### src/rtl/tmr_cfg_pkg.sv
// tmr_cfg_pkg: shared response codes, FSM state types and address helpers for tmr_cfg_regs.
package tmr_cfg_pkg;
  localparam logic [1:0] RESP_OKAY = 2'b00;
  localparam logic [1:0] RESP_SLVERR = 2'b10;
  typedef enum logic [1:0] {W_IDLE, W_HAVE_A, W_HAVE_D, W_RESP} wr_state_t;
  typedef enum logic {R_IDLE, R_RESP} rd_state_t;
  function automatic int idx_w(input int n);
    return (n < 2) ? 1 : $clog2(n);
  endfunction
  function automatic logic out_of_range(input logic [63:0] addr, input int n);
    return addr >= (64'(n) << 2);
  endfunction
endpackage

### src/rtl/tmr_cfg_wr_fsm.sv
// tmr_cfg_wr_fsm: AXI4-Lite AW/W capture in either order plus B response; emits a write strobe on the completing edge.
module tmr_cfg_wr_fsm import tmr_cfg_pkg::*; #(
  parameter int ADDR_W = 32,
  parameter int DW = 32,
  parameter int NUM_REGS = 8,
  parameter logic [NUM_REGS-1:0] RO_MASK = '0,
  localparam int IW = idx_w(NUM_REGS)
) (
  input  logic              clk,
  input  logic              rst_n,
  input  logic [ADDR_W-1:0] awaddr,
  input  logic              awvalid,
  output logic              awready,
  input  logic [DW-1:0]     wdata,
  input  logic              wvalid,
  output logic              wready,
  output logic [1:0]        bresp,
  output logic              bvalid,
  input  logic              bready,
  output logic              wr_en,
  output logic [IW-1:0]     wr_idx,
  output logic [DW-1:0]     wr_data
);
  wr_state_t state;
  logic [ADDR_W-1:0] addr_q, addr_e;
  logic [DW-1:0] data_q;
  logic aw_hs, w_hs, complete, bad;
  assign aw_hs = awvalid && awready;
  assign w_hs = wvalid && wready;
  assign addr_e = aw_hs ? awaddr : addr_q;
  assign wr_data = w_hs ? wdata : data_q;
  assign wr_idx = addr_e[2 +: IW];
  assign complete = (aw_hs && w_hs) || (state == W_HAVE_A && w_hs) || (state == W_HAVE_D && aw_hs);
  assign bad = out_of_range(64'(addr_e), NUM_REGS) || RO_MASK[wr_idx];
  assign wr_en = complete && !bad;
  // readies are registered from the next state, so they come up one cycle after reset release
  always_ff @(posedge clk or negedge rst_n)
    if (!rst_n) begin
      state <= W_IDLE;
      awready <= 1'b0;
      wready <= 1'b0;
      bvalid <= 1'b0;
      bresp <= RESP_OKAY;
      addr_q <= '0;
      data_q <= '0;
    end else begin
      if (aw_hs) addr_q <= awaddr;
      if (w_hs) data_q <= wdata;
      if (complete) begin
        state <= W_RESP;
        bvalid <= 1'b1;
        bresp <= bad ? RESP_SLVERR : RESP_OKAY;
        awready <= 1'b0;
        wready <= 1'b0;
      end else if (state == W_RESP) begin
        if (bready) begin
          state <= W_IDLE;
          bvalid <= 1'b0;
          awready <= 1'b1;
          wready <= 1'b1;
        end
      end else if (aw_hs) begin
        state <= W_HAVE_A;
        awready <= 1'b0;
        wready <= 1'b1;
      end else if (w_hs) begin
        state <= W_HAVE_D;
        awready <= 1'b1;
        wready <= 1'b0;
      end else begin
        awready <= state != W_HAVE_A;
        wready <= state != W_HAVE_D;
      end
    end
endmodule

### src/rtl/tmr_cfg_regs.sv
// tmr_cfg_regs: AXI4-Lite config register bank for one TMR replica; timing depends only on bus inputs.
// Optional TMR_CFG_PARITY_EN adds per-register even parity and a parity_err read pulse.
module tmr_cfg_regs import tmr_cfg_pkg::*; #(
  parameter int C_S_AXI_DATA_WIDTH = 32,
  parameter int C_S_AXI_ADDR_WIDTH = 32,
  parameter int NUM_REGS = 8,
  parameter logic [NUM_REGS-1:0] RO_MASK = '0
) (
  input  logic                             axi_aclk,
  input  logic                             axi_resetn,
  input  logic [C_S_AXI_ADDR_WIDTH-1:0]    s00_axi_awaddr,
  input  logic                             s00_axi_awvalid,
  output logic                             s00_axi_awready,
  input  logic [C_S_AXI_DATA_WIDTH-1:0]    s00_axi_wdata,
  input  logic                             s00_axi_wvalid,
  output logic                             s00_axi_wready,
  output logic [1:0]                       s00_axi_bresp,
  output logic                             s00_axi_bvalid,
  input  logic                             s00_axi_bready,
  input  logic [C_S_AXI_ADDR_WIDTH-1:0]    s00_axi_araddr,
  input  logic                             s00_axi_arvalid,
  output logic                             s00_axi_arready,
  output logic [C_S_AXI_DATA_WIDTH-1:0]    s00_axi_rdata,
  output logic [1:0]                       s00_axi_rresp,
  output logic                             s00_axi_rvalid,
  input  logic                             s00_axi_rready,
  input  logic [NUM_REGS*C_S_AXI_DATA_WIDTH-1:0] status_in,
  output logic [NUM_REGS*C_S_AXI_DATA_WIDTH-1:0] cfg_out,
`ifdef TMR_CFG_PARITY_EN
  output logic                             parity_err,
`endif
  output logic [NUM_REGS-1:0]              cfg_wr_pulse
);
  localparam int DW = C_S_AXI_DATA_WIDTH;
  localparam int IW = idx_w(NUM_REGS);
  logic [1:0] rst_sync;
  logic rst_n;
  logic wr_en;
  logic [IW-1:0] wr_idx, rd_idx;
  logic [DW-1:0] wr_data, rd_val;
  logic [DW-1:0] regs [NUM_REGS];
  logic rd_oor, rd_ro, rd_par_bad, ar_hs;
  rd_state_t rstate;
  always_ff @(posedge axi_aclk or negedge axi_resetn)
    if (!axi_resetn) rst_sync <= '0;
    else rst_sync <= {rst_sync[0], 1'b1};
  assign rst_n = rst_sync[1];
  tmr_cfg_wr_fsm #(
    .ADDR_W(C_S_AXI_ADDR_WIDTH), .DW(DW), .NUM_REGS(NUM_REGS), .RO_MASK(RO_MASK)
  ) u_wr (
    .clk(axi_aclk), .rst_n(rst_n),
    .awaddr(s00_axi_awaddr), .awvalid(s00_axi_awvalid), .awready(s00_axi_awready),
    .wdata(s00_axi_wdata), .wvalid(s00_axi_wvalid), .wready(s00_axi_wready),
    .bresp(s00_axi_bresp), .bvalid(s00_axi_bvalid), .bready(s00_axi_bready),
    .wr_en(wr_en), .wr_idx(wr_idx), .wr_data(wr_data)
  );
  always_ff @(posedge axi_aclk or negedge rst_n)
    if (!rst_n) begin
      for (int k = 0; k < NUM_REGS; k++) regs[k] <= '0;
      cfg_wr_pulse <= '0;
    end else begin
      if (wr_en) regs[wr_idx] <= wr_data;
      cfg_wr_pulse <= wr_en ? NUM_REGS'(1) << wr_idx : '0;
    end
  for (genvar i = 0; i < NUM_REGS; i++) begin : g_out
    assign cfg_out[i*DW +: DW] = RO_MASK[i] ? '0 : regs[i];
  end
  assign ar_hs = s00_axi_arvalid && s00_axi_arready;
  assign rd_idx = s00_axi_araddr[2 +: IW];
  assign rd_oor = out_of_range(64'(s00_axi_araddr), NUM_REGS);
  assign rd_ro = RO_MASK[rd_idx];
  assign rd_val = rd_oor ? '0 : rd_ro ? status_in[rd_idx*DW +: DW] : regs[rd_idx];
`ifdef TMR_CFG_PARITY_EN
  logic [NUM_REGS-1:0] par;
  assign rd_par_bad = !rd_oor && !rd_ro && ((^regs[rd_idx]) != par[rd_idx]);
  always_ff @(posedge axi_aclk or negedge rst_n)
    if (!rst_n) begin
      par <= '0;
      parity_err <= 1'b0;
    end else begin
      if (wr_en) par[wr_idx] <= ^wr_data;
      parity_err <= ar_hs && rd_par_bad;
    end
`else
  assign rd_par_bad = 1'b0;
`endif
  // regs are sampled before this edge's write lands, so a same-edge read sees the old value
  always_ff @(posedge axi_aclk or negedge rst_n)
    if (!rst_n) begin
      rstate <= R_IDLE;
      s00_axi_arready <= 1'b0;
      s00_axi_rvalid <= 1'b0;
      s00_axi_rdata <= '0;
      s00_axi_rresp <= RESP_OKAY;
    end else if (rstate == R_RESP) begin
      if (s00_axi_rready) begin
        rstate <= R_IDLE;
        s00_axi_rvalid <= 1'b0;
        s00_axi_arready <= 1'b1;
      end
    end else if (ar_hs) begin
      rstate <= R_RESP;
      s00_axi_rvalid <= 1'b1;
      s00_axi_arready <= 1'b0;
      s00_axi_rdata <= rd_val;
      s00_axi_rresp <= (rd_oor || rd_par_bad) ? RESP_SLVERR : RESP_OKAY;
    end else begin
      s00_axi_arready <= 1'b1;
    end
endmodule

### config.mk
export PLATFORM = sky130hd
export DESIGN_NAME = tmr_cfg_regs
export DESIGN_NICKNAME = d
export VERILOG_FILES = /design/src/rtl/tmr_cfg_pkg.sv /design/src/rtl/tmr_cfg_wr_fsm.sv /design/src/rtl/tmr_cfg_regs.sv
export SDC_FILE = /design/constraint.sdc
export NUM_CORES = 1
export LEC_CHECK = 0
export ABC_AREA = 1
export CELL_PAD_IN_SITES_DETAIL_PLACEMENT = 1
export CELL_PAD_IN_SITES_GLOBAL_PLACEMENT = 2
export CORE_ASPECT_RATIO = 1.5
export CORE_MARGIN = 2
export CORE_UTILIZATION = 26
export CTS_BUF_LIST = sky130_fd_sc_hd__clkbuf_16
export DETAILED_ROUTE_END_ITERATION = 16
export HOLD_SLACK_MARGIN = 0.03
export PLACE_DENSITY_LB_ADDON = 0.1
export SYNTH_ARGS = -nofsm -noshare
export SYNTH_HDL_FRONTEND = slang
export SYNTH_SLANG_ARGS = --single-unit
### constraint.sdc
create_clock -name axi_aclk -period 25 [get_ports axi_aclk]
set_clock_uncertainty 0.1 [all_clocks]
set_input_delay 7.5 -clock axi_aclk [delete_from_list [all_inputs] [get_ports axi_aclk]]
set_output_delay 7.5 -clock axi_aclk [all_outputs]
set_load 0.01 [all_outputs]
==> results.py <==
metrics = {
    "clock_tree": {
        "root_buffer": "clkbuf_16",
        "path_clk_slew_ns": 0.06,
        "clkSinkCount": 370,
        "cts_buffers": 42,
        "cts_buffer_depth": 3,
        "cts_setup_buffers": 0,
        "cts_hold_buffers": 0,
        "ctsResizeCount": 0,
        "cts_tree": "done",
        "clkLatencyLatePin_ns": 0.59,
        "cts_htree_levels": 2,
    },
    "critical_path": {
        "rr_worst_depth": 13,
        "cp.required_ns": 25.37,
        "cp-end-kind": "flip-flop",
        "worstSetupPathType": "primary input to flip-flop",
        "start_kind": "primary input",
        "cp_max_fo": 79,
        "crit_arrival_ns": 12.33,
    },
    "detailed_routing": {
        "drtIter0Drc": 919,
        "avgViaCountPerCell": 5.10,
        "drt-total-wl_um": 84400,
        "drc": 0,
        "ant_nets": 0,
        "first_pass_iters": 5,
        "vias": 16920,
        "routedWlPerCell_um": 25.4,
    },
    "pwr": {
        "p_int_mw": 1.09,
        "power_frac_comb_pct": 23.5,
        "peakVddDrop_v": 0.0000535,
        "swShare_pct": 36.1,
        "pwr_density_cell_nw_per_um2": 73.3,
        "p_sw_mw": 0.613,
        "p_leak_nw": 11.3,
        "power_frac_clock_pct": 36.6,
        "power_frac_seq_pct": 39.9,
    },
    "floorplan": {
        "ios": 664,
        "die_width_um": 214,
        "initial_utilization_pct": 26.3,
        "dieArea_um2": 68600,
        "core-area_um2": 65600,
        "rows": 115,
        "die_h_um": 320,
    },
    "finish": {
        "antennaDiodeCount": 0,
        "area_growth_pct": 34.2,
        "drive_gt1_share_pct": 5.45,
        "layout_common_cells": "nand2_1, clkdlybuf4s50_1, dfrtp_1",
        "final_common_cell": "nand2_1",
        "fin_nets": 2768,
    },
    "run_status": {
        "status": "completed",
    },
    "logic_synthesis": {
        "ys_ff_latch": 370,
        "avgSynthCellArea_um2": 8.23,
        "netlist_area_um2": 17300,
        "synthDistinctLibCells": 27,
        "syn_inst": 2100,
        "yosysSeqAreaShare_pct": 53.6,
        "synth_warnings": 0,
    },
    "timing": {
        "tightest_slew_ns": 1.11,
        "fmax_mhz": 83.6,
        "hold_viol": 0,
        "final.setup.tns_ns": 0,
        "setup_viol": 0,
        "whs_ns": 0.260,
        "finalMaxSlewViolations": 0,
        "max-slew-margin-rel_pct": 25.7,
        "finalCriticalPeriod_ns": 11.96,
        "grt_setup_unrepaired": "false",
        "fin_crit_sh_pct": 47.8,
    },
    "hold_path": {
        "worstHoldPathType": "flip-flop to flip-flop",
        "min_path_cells": 0,
    },
    "grt": {
        "grt_max_degree": 91,
        "antenna_found_initial": 2,
        "grt.busiest_layer": "met2",
        "grt.overflow.total": 0,
        "grtUsageMet1_pct": 30.8,
        "grt_util_met3_pct": 4.53,
        "met2_usage_pct": 41.6,
        "grt.total_usage_pct": 24.4,
        "grt_first_pass_wirelength_um": 125000,
        "grt_pass1_vias": 17687,
    },
    "placed_design": {
        "gp_congestion": 0.781,
        "io_buffers": 401,
        "dpl.hpwl_um": 54100,
    },
    "run": {
        "maxCapViolations": 0,
    },
}
[per-layer routing]
| layer | vias to the layer above | part of all wire (%) | wire, um |
|---|---|---|---|
| met4 | 2 | 3.8 | 3170 |
| met2 | 502 | 49 | 41200 |
| met1 | 8630 | 42 | 35600 |
| li1 | 7662 | - | - |
| met3 | 124 | 5.2 | 4350 |
| met5 | - | 0.012 | 10 |
[metrics by stage]
stage          worst slack, ns  std cells  util [%]  cell area (um2)  total power, mW
2_1_floorplan            13.82       2101         -            17300            0.898
3_3_place_gp             12.40       3242      33.3            21900             1.08
4_1_cts                  12.96       3317      35.3            23200             1.73
3_5_place_dp             12.31       3242      33.3            21900             1.09
6_report                 13.04       3317      35.3            23200             1.70
5_1_grt                  12.65       3317      35.3            23200             1.79
[logic make-up (layout without fill, tap and decap cells)]
group / count (synthesis) / after routing / share of synthesized area, %
DFF: 370 / 370 / 53.6
other: 2 / 3 / 0.0435
buffers and inverters: 252 / 591 / 7.01
AOI/OAI and AO/OA: 207 / 207 / 7.26
and+or+nand+nor: 1269 / 1269 / 32.1
[area by class of cell]
class	instances	area, um2
Inverter	74	280
Sequential cell	370	9260
Tap cell	877	1100
Timing Repair Buffer	442	4310
Multi-Input combinational cell	1479	6910
Fill cell	7780	42400
Clock inverter	30	201
Clock buffer	45	1130
[cells in the mapped netlist, drive strengths merged]
cell    number  area share, %
o221ai      36            1.8
dfrtp      370             54
clkbuf      96            2.1
nor4         3           0.11
nand3       61            1.9
or2          1          0.036
nor3         5           0.23
nor2       179            3.9
o21ai      139            4.1
buf         82            3.3
inv         74            1.6
a21oi        4           0.12
a32o         2           0.12
nand2      763             17
o211ai      26            1.1
nand4      257            9.3
conb         2          0.043
[path summary, 6_finish.rpt]
path	to	start	slack, ns
min in group asynchronous	u_wr.data_q[5]$_DFF_PN0_	rst_sync[1]$_DFF_PN0_	0.31
max in group asynchronous	rst_sync[1]$_DFF_PN0_	axi_resetn	17.68
hold reg to reg	rst_sync[1]$_DFF_PN0_	rst_sync[0]$_DFF_PN0_	0.26
setup reg to reg	cfg_out[184]$_DFFE_PN0P_	u_wr.awready$_DFFE_PN0P_	20.10
hold / removal	rst_sync[1]$_DFF_PN0_	rst_sync[0]$_DFF_PN0_	0.26
setup / recovery	cfg_out[184]$_DFFE_PN0P_	s00_axi_awvalid	13.04
[worst max-delay path, cell delays in order]
cell and delay, ns:
clkdlybuf4s50_1 0.68, nand2_1 0.50, buf_4 0.44, inv_2 0.08
nand2_1 0.07, nand2_1 0.07, nor2_1 0.11, nand3_1 0.14
nor2_4 0.13, buf_4 0.38, buf_4 0.81, nand3_2 0.73
buf_4 0.49, nand2_1 0.11, nand2_1 0.05
[registers in the layout, summed over array words and instances (netlist names)]
name and count:
u_wr.awready 1, cfg_wr_pulse 8, s00_axi_arready 1, u_wr.wready 1, s00_axi_rresp 1, rst_sync 2, cfg_out 256, u_wr.bvalid 1
u_wr.data_q 32, rstate 1, u_wr.addr_q 30, s00_axi_rdata 32, u_wr.bresp 1, u_wr.state 2, s00_axi_rvalid 1
[power by group through the flow]
stage	combinational (mW)	clock, mW	sequential, mW
2_1_floorplan	0.209	0	0.689
4_1_cts	0.405	0.642	0.678
3_5_place_dp	0.403	0	0.688
3_3_place_gp	0.397	0	0.687
6_report	0.400	0.622	0.677
5_1_grt	0.436	0.665	0.684
Note: power is estimated with default switching activity, not from simulation.
